==> config.mk <==
export PLATFORM = sky130hd
export DESIGN_NAME = seg_scan_ctrl_flat
export DESIGN_NICKNAME = d
export VERILOG_FILES = /design/src/rtl/seg_scan_ctrl_if.sv /design/src/rtl/seg_scan_ctrl.sv /design/src/flat_wrapper.sv
export SDC_FILE = /design/constraint.sdc
export NUM_CORES = 1
export LEC_CHECK = 0
export ABC_AREA = 0
export CORE_MARGIN = 2
export CORE_UTILIZATION = 35
export DETAILED_ROUTE_END_ITERATION = 6
export GPL_TIMING_DRIVEN = 1
export PLACE_DENSITY_LB_ADDON = 0.15
export SLEW_MARGIN = 20
export SYNTH_ARGS = -nofsm -noshare
export SYNTH_HDL_FRONTEND = slang
export SYNTH_SLANG_ARGS = --single-unit
==> constraint.sdc <==
create_clock -name clk -period 5.7 [get_ports clk]
set_input_delay 1.14 -clock clk [delete_from_list [all_inputs] [get_ports clk]]
set_output_delay 1.14 -clock clk [all_outputs]
set_load 0.02 [all_outputs]
==> src/rtl/seg_scan_ctrl_if.sv <==
// Signal bundle between the digit scan controller and its surroundings:
// control inputs, the shared decoder loop and the display drive.
interface seg_scan_ctrl_if;
    logic        en;
    logic        load;
    logic [31:0] data;
    logic        lz_en;
    logic [7:0]  dp;
    logic [7:0]  seg_in;
    logic [3:0]  nib;
    logic [7:0]  seg_out;
    logic [7:0]  an;
    logic        frame;
    logic        pending;

    modport master (
        output en, load, data, lz_en, dp, seg_in,
        input  nib, seg_out, an, frame, pending
    );

    modport slave (
        input  en, load, data, lz_en, dp, seg_in,
        output nib, seg_out, an, frame, pending
    );
endinterface

==> src/rtl/seg_scan_ctrl.sv <==
// Multiplexed 8-digit 7-segment scan controller: time-shares one hex decoder,
// inserts dead time between digits and only swaps displayed data at frame starts.
module seg_scan_ctrl #(
    parameter int N_DIG    = 8,
    parameter int TICK_DIV = 50000,
    parameter int DEAD     = 4
) (
    input logic            clk,
    input logic            rst_n,
    seg_scan_ctrl_if.slave bus
);
    localparam int CW = $clog2(TICK_DIV + DEAD + 1);

    typedef enum logic [1:0] {S_OFF, S_SHOW, S_DEAD} state_t;

    state_t        state, state_nxt;
    logic [CW-1:0] cnt, cnt_nxt;
    logic [2:0]    idx, idx_nxt;
    logic          frame, frame_nxt;
    logic          commit;
    logic [31:0]   shadow, pend_data;
    logic          pend;
    logic          blank;
    logic          unused_dec_dp;

    // The decoder's own dp segment is replaced by the per-digit dp request.
    assign unused_dec_dp = bus.seg_in[0];

    assign bus.nib     = shadow[{idx, 2'b00} +: 4];
    assign bus.frame   = frame;
    assign bus.pending = pend;

    assign blank = bus.lz_en && (idx != 3'd0) && ((shadow >> {idx, 2'b00}) == 32'd0);

    always_comb begin
        state_nxt = state;
        cnt_nxt   = cnt;
        idx_nxt   = idx;
        frame_nxt = 1'b0;
        commit    = 1'b0;
        if (!bus.en) begin
            state_nxt = S_OFF;
            cnt_nxt   = '0;
            idx_nxt   = '0;
        end else begin
            case (state)
                S_OFF: begin
                    state_nxt = S_SHOW;
                    cnt_nxt   = '0;
                    idx_nxt   = '0;
                    frame_nxt = 1'b1;
                end
                S_SHOW: begin
                    if (cnt == CW'(TICK_DIV - 1)) begin
                        state_nxt = S_DEAD;
                        cnt_nxt   = '0;
                    end else begin
                        cnt_nxt = cnt + 1'b1;
                    end
                end
                S_DEAD: begin
                    if (cnt == CW'(DEAD - 1)) begin
                        state_nxt = S_SHOW;
                        cnt_nxt   = '0;
                        if (idx == 3'(N_DIG - 1)) begin
                            idx_nxt   = '0;
                            commit    = 1'b1;
                            frame_nxt = 1'b1;
                        end else begin
                            idx_nxt = idx + 3'd1;
                        end
                    end else begin
                        cnt_nxt = cnt + 1'b1;
                    end
                end
                default: state_nxt = S_OFF;
            endcase
        end
    end

    always_comb begin
        bus.an      = 8'hFF;
        bus.seg_out = 8'hFF;
        if (state == S_SHOW) begin
            bus.an[idx] = 1'b0;
            bus.seg_out = {blank ? 7'h7F : bus.seg_in[7:1], ~bus.dp[idx]};
        end
    end

    always_ff @(posedge clk or negedge rst_n) begin
        if (!rst_n) begin
            state <= S_OFF;
            cnt   <= '0;
            idx   <= '0;
            frame <= 1'b0;
        end else begin
            state <= state_nxt;
            cnt   <= cnt_nxt;
            idx   <= idx_nxt;
            frame <= frame_nxt;
        end
    end

    // New data is parked until the frame wraps so one frame never mixes two values.
    always_ff @(posedge clk or negedge rst_n) begin
        if (!rst_n) begin
            shadow    <= '0;
            pend_data <= '0;
            pend      <= 1'b0;
        end else if (state == S_OFF) begin
            if (bus.load) begin
                shadow <= bus.data;
                pend   <= 1'b0;
            end
        end else if (commit) begin
            if (bus.load)
                shadow <= bus.data;
            else if (pend)
                shadow <= pend_data;
            pend <= 1'b0;
        end else if (bus.load) begin
            pend_data <= bus.data;
            pend      <= 1'b1;
        end
    end
endmodule

==> src/flat_wrapper.sv <==
// flat-port wrapper written by rule: the top's interface ports become plain ports
module seg_scan_ctrl_flat 
#(
    parameter int N_DIG    = 8,
    parameter int TICK_DIV = 50000,
    parameter int DEAD     = 4
)
  (clk, rst_n, bus_en, bus_load, bus_data, bus_lz_en, bus_dp, bus_seg_in, bus_nib, bus_seg_out, bus_an, bus_frame, bus_pending);
  seg_scan_ctrl_if bus_i ();
  input logic clk;
  input logic rst_n;
  input wire logic [$bits(bus_i.en)-1:0] bus_en;
  input wire logic [$bits(bus_i.load)-1:0] bus_load;
  input wire logic [$bits(bus_i.data)-1:0] bus_data;
  input wire logic [$bits(bus_i.lz_en)-1:0] bus_lz_en;
  input wire logic [$bits(bus_i.dp)-1:0] bus_dp;
  input wire logic [$bits(bus_i.seg_in)-1:0] bus_seg_in;
  output wire logic [$bits(bus_i.nib)-1:0] bus_nib;
  output wire logic [$bits(bus_i.seg_out)-1:0] bus_seg_out;
  output wire logic [$bits(bus_i.an)-1:0] bus_an;
  output wire logic [$bits(bus_i.frame)-1:0] bus_frame;
  output wire logic [$bits(bus_i.pending)-1:0] bus_pending;
  assign bus_i.en = bus_en;
  assign bus_i.load = bus_load;
  assign bus_i.data = bus_data;
  assign bus_i.lz_en = bus_lz_en;
  assign bus_i.dp = bus_dp;
  assign bus_i.seg_in = bus_seg_in;
  assign bus_nib = bus_i.nib;
  assign bus_seg_out = bus_i.seg_out;
  assign bus_an = bus_i.an;
  assign bus_frame = bus_i.frame;
  assign bus_pending = bus_i.pending;
  seg_scan_ctrl #(.N_DIG(N_DIG), .TICK_DIV(TICK_DIV), .DEAD(DEAD)) u_core (.clk(clk), .rst_n(rst_n), .bus(bus_i));
endmodule
==> results by group <==
Detailed routing
  – Met3 wire length: about 660 µm
  – Detailed Route WL: 12600 µm
  – Antenna-violating nets left: 0
  – Highest layer used for signal routing: met4
  – Routed metal-1 wirelength: about 6100 µm
  – Via density per instance: about 5.4
  – First-iteration detailed-routing DRC count: about 220
  – Routed met2 length: between 5000 and 6000 µm
  – DR pass1 iterations: 5
  – Total DRC errors in the routed layout: 0
  – Drt wl/cell: between 15 and 20 µm
  – Total via count after detailed routing: between 3000 and 4000

Clocking
  – Hold-fix buffers at CTS: 0
  – Clock slew at reported path FFs: ~0.060 ns
  – # clock sinks: between 80 and 90
  – Depth of the CTS H-tree: 3
  – Buffer levels on the longest clock path: 2
  – TritonCTS buffer count: 9
  – TritonCTS clock tree: built
  – Count of cells resized by post-cts repair: 0
  – Number of post-CTS setup repair buffers: 0
  – Clock latency on the worst-skew pair: 0.35 ns
  – CTS root buffer: sky130_fd_sc_hd__clkbuf_16

Worst setup path
  – RR Startpoint: u_core.idx[1]
  – Buf+Inv Stages, Crit Path: 2
  – Worst R2R Setup Slack: ~2.7 ns
  – Highest-delay cell along the critical path: sky130_fd_sc_hd__dfrtp_1
  – Path depth of the worst reg2reg path: 6
  – Startpoint types: flop
  – Cell-by-cell listing of the critical path: inv_1, ha_1, nand2_1, and3_1, nand4b_1, o311ai_0, clkdlybuf4s50_1
  – Kind of critical path: flop to output port
  – Maximum net fanout on the critical path: 27
  – Kind of cell adding the most delay to the critical path: buffers and inverters
  – CP Capture Type: output port
  – Required time of the worst setup path: around 4.6 ns
  – Arrival time of data at the critical path endpoint: around 3.7 ns
  – Largest incremental delay on the critical path: 0.93 ns
  – Levels on crit path: 7
  – Reg2reg end: u_core.shadow[21]

Power
  – Areal power density over the cells: between 400 and 500 mW/mm²
  – Peak supply drop: around 160 µV
  – Leak pwr: approximately 2.5 nW

Logic synthesis
  – Mapped Cells: between 400 and 500
  – Share of async-settable or async-resettable flops after synthesis: 1.00
  – Yosys cell types: 57
  – Net count after synthesis: 520
  – Synthesized area per cell: ~11 µm²
  – Proportion of synthesized chip area in sequential cells: 0.418
  – Number of register bits inferred by synthesis: 87
  – Synthesized cell area: 0.00521 mm²
  – Main flop type after synthesis: sky130_fd_sc_hd__dfrtp_1
  – Number of synthesized flops with an enable pin: 0
  – Number of warnings reported in the yosys synthesis log: 0

STA
  – Relative slew margins: 0.356
  – Setup repair after global routing missed its margin: false
  – Minimum clock period: between 4 and 5 ns
  – Final number of setup-violating endpoints: 0
  – Actual slew at the worst max-slew pin: around 0.97 ns
  – Fin. Hold Viols: 0
  – Final critical-path setup slack: between 0.8 and 0.9 ns
  – Worst clock skew on the final layout: 0.00826 ns
  – Highest clock frequency the design can meet: approximately 210 MHz
  – Tcrit/Tclk final: 0.844
  – Final setup TNS: 0 ns
  – Max-slew violation count: 0

Global routing
  – Via count of the first global-routing pass: between 3000 and 4000
  – Initial antenna violation count: 0
  – Global-route wire length before repair: approximately 21000 µm
  – GR Util All Layers: 0.165
  – Overflow left after global routing: 0
  – Largest net degree at the start of global routing: 55

Final layout
  – Share of layout cells above drive strength 1: 0.254
  – Most used cells in the layout excluding fill and tap cells: sky130_fd_sc_hd__dfrtp_1 (87), sky130_fd_sc_hd__clkdlybuf4s50_1 (72), sky130_fd_sc_hd__mux2_2 (70), sky130_fd_sc_hd__nand2_1 (32), sky130_fd_sc_hd__mux2_4 (30)
  – Area growth from synthesis to layout: 21.1%
  – FILL cells: approximately 1400
  – Sequential cell area: roughly 0.0022 mm²
  – Final antenna diode count: 0
  – Most frequent standard cell in the layout excluding fill and tap cells: sky130_fd_sc_hd__dfrtp_1
  – Nets: slightly below 600
  – Multi-input combinational cell area: about 0.0028 mm²

Die
  – Die Ht: between 100 and 150 µm
  – Floorplan die area: 0.0159 mm²
  – Die span in x: 126 µm
  – Number of rows created at floorplan: 44
  – Area of the core region: approximately 0.015 mm²
  – Initial standard-cell utilization of the core: 0.359
  – I/O pin total: 75

Worst hold path
  – Worst hold start: u_core.pend_data[28]
  – Worst min path class: flop to flop
  – Hold-critical path depth: 1
  – Worst Hold Path EP: u_core.pend_data[28]

Place
  – Place WS: 1.26 ns
  – Placer's final routability congestion estimate: between 0.8 and 0.9
  – Dpl hpwl: around 9000 µm
  – Input/output buffers: between 70 and 80

Flow run
  – Max-cap violations: 0

Run status
  – Result of the run: complete, no violations
==> cell type report <==
| type | instances | area share |
|---|---|---|
| sequential | 87 | 0.345 |
| multi-input combinational | 323 | 0.437 |
| timing repair buffer | 77 | 0.120 |
| clock buffer | 13 | 0.0444 |
| tap | 184 | 0.0365 |
| inverter | 18 | 0.0107 |
| clock inverter | 2 | 0.00595 |
==> metal layers <==
layer  GRT usage  vias to the layer above
met5           0                        -
met4      0.0627                        0
met3      0.0395                       18
met2       0.243                       90
met1       0.235                     1860
li1            -                     1829
==> report_power, final <==
group	switching, mW	internal [mW]
registers	0.201	0.871
logic	0.532	0.647
clock network	0.240	0.385
==> per-stage QoR <==
stage / util / instance area (µm²) / hold WS [ns] / power [mW] / instances
floorplan: - / 5210 / 0.475 / 1.95 / 459
global placement: 0.412 / 5990 / 0.484 / 2.24 / 689
detailed placement: 0.412 / 5990 / 0.490 / 2.27 / 689
CTS: 0.434 / 6310 / 0.506 / 2.91 / 704
global route: 0.434 / 6310 / 0.515 / 3.06 / 704
finish: 0.434 / 6310 / 0.506 / 2.88 / 704
==> logic make-up (layout without fill, tap and decap cells) <==
kind of cell,Yosys count,in the layout,synth area share
simple gates,124,124,0.129
mux,119,119,0.277
flops,87,87,0.418
compound gates,72,72,0.103
buf+inv,49,110,0.0531
fa+ha+maj,8,8,0.0192
==> state kept, by name, indices dropped and copies added, names as in the netlist <==
signal,count
u_core.pend_data,32
u_core.shadow,32
u_core.cnt,16
u_core.idx,3
u_core.state,2
u_core.bus.frame,1
u_core.bus.pending,1
==> worst max-delay path by stage <==
stage,from,endpoint,slack [ns]
after floorplan,bus_lz_en,bus_seg_out[1],2.20
after global placement,u_core.idx[1],bus_seg_out[6],1.32
after CTS,u_core.idx[1],bus_seg_out[1],0.90
after global routing,u_core.idx[1],bus_seg_out[2],0.59
final,u_core.idx[1],bus_seg_out[1],0.89
after detailed placement,u_core.idx[1],bus_seg_out[1],1.26
==> worst register-to-register path: cells and delay by family, from the launching register on <==
family / cells / cell delay, ns
compound gates: 1 / 0.14
fa+ha+maj: 2 / 0.53
buf+inv: 1 / 0.41
flops: 1 / 0.93
mux: 1 / 0.38
simple gates: 1 / 0.55
==> cell usage after synthesis, types with 3 or more instances <==
| master | instances | area share |
|---|---|---|
| sky130_fd_sc_hd__dfrtp_1 | 87 | 0.42 |
| sky130_fd_sc_hd__mux2_2 | 70 | 0.15 |
| sky130_fd_sc_hd__nand2_1 | 32 | 0.023 |
| sky130_fd_sc_hd__mux2_4 | 30 | 0.086 |
| sky130_fd_sc_hd__inv_1 | 17 | 0.012 |
| sky130_fd_sc_hd__nor2_1 | 17 | 0.012 |
| sky130_fd_sc_hd__mux2i_1 | 15 | 0.029 |
| sky130_fd_sc_hd__a31oi_1 | 13 | 0.016 |
| sky130_fd_sc_hd__nand3_1 | 13 | 0.012 |
| sky130_fd_sc_hd__a21oi_1 | 12 | 0.012 |
| sky130_fd_sc_hd__nor3_1 | 11 | 0.011 |
| sky130_fd_sc_hd__nor4_1 | 11 | 0.013 |
| sky130_fd_sc_hd__clkbuf_1 | 10 | 0.0072 |
| sky130_fd_sc_hd__buf_2 | 8 | 0.0077 |
| sky130_fd_sc_hd__ha_1 | 8 | 0.019 |
| sky130_fd_sc_hd__o21ai_0 | 8 | 0.0077 |
| sky130_fd_sc_hd__o311ai_0 | 7 | 0.012 |
| sky130_fd_sc_hd__nor2b_1 | 6 | 0.0072 |
| sky130_fd_sc_hd__or3_1 | 6 | 0.0072 |
| sky130_fd_sc_hd__and3_1 | 5 | 0.0060 |
| sky130_fd_sc_hd__and4_1 | 5 | 0.0084 |
| sky130_fd_sc_hd__and2_1 | 4 | 0.0048 |
| sky130_fd_sc_hd__buf_1 | 4 | 0.0029 |
| sky130_fd_sc_hd__nand4_1 | 4 | 0.0048 |
| sky130_fd_sc_hd__a211oi_1 | 3 | 0.0043 |
| sky130_fd_sc_hd__a311oi_1 | 3 | 0.0050 |
| sky130_fd_sc_hd__buf_12 | 3 | 0.012 |
| sky130_fd_sc_hd__buf_4 | 3 | 0.0043 |
| sky130_fd_sc_hd__buf_6 | 3 | 0.0065 |
| sky130_fd_sc_hd__mux2_1 | 3 | 0.0065 |
| sky130_fd_sc_hd__o31ai_1 | 3 | 0.0043 |
| sky130_fd_sc_hd__or4_1 | 3 | 0.0043 |
(Power assumes the default switching activity.)
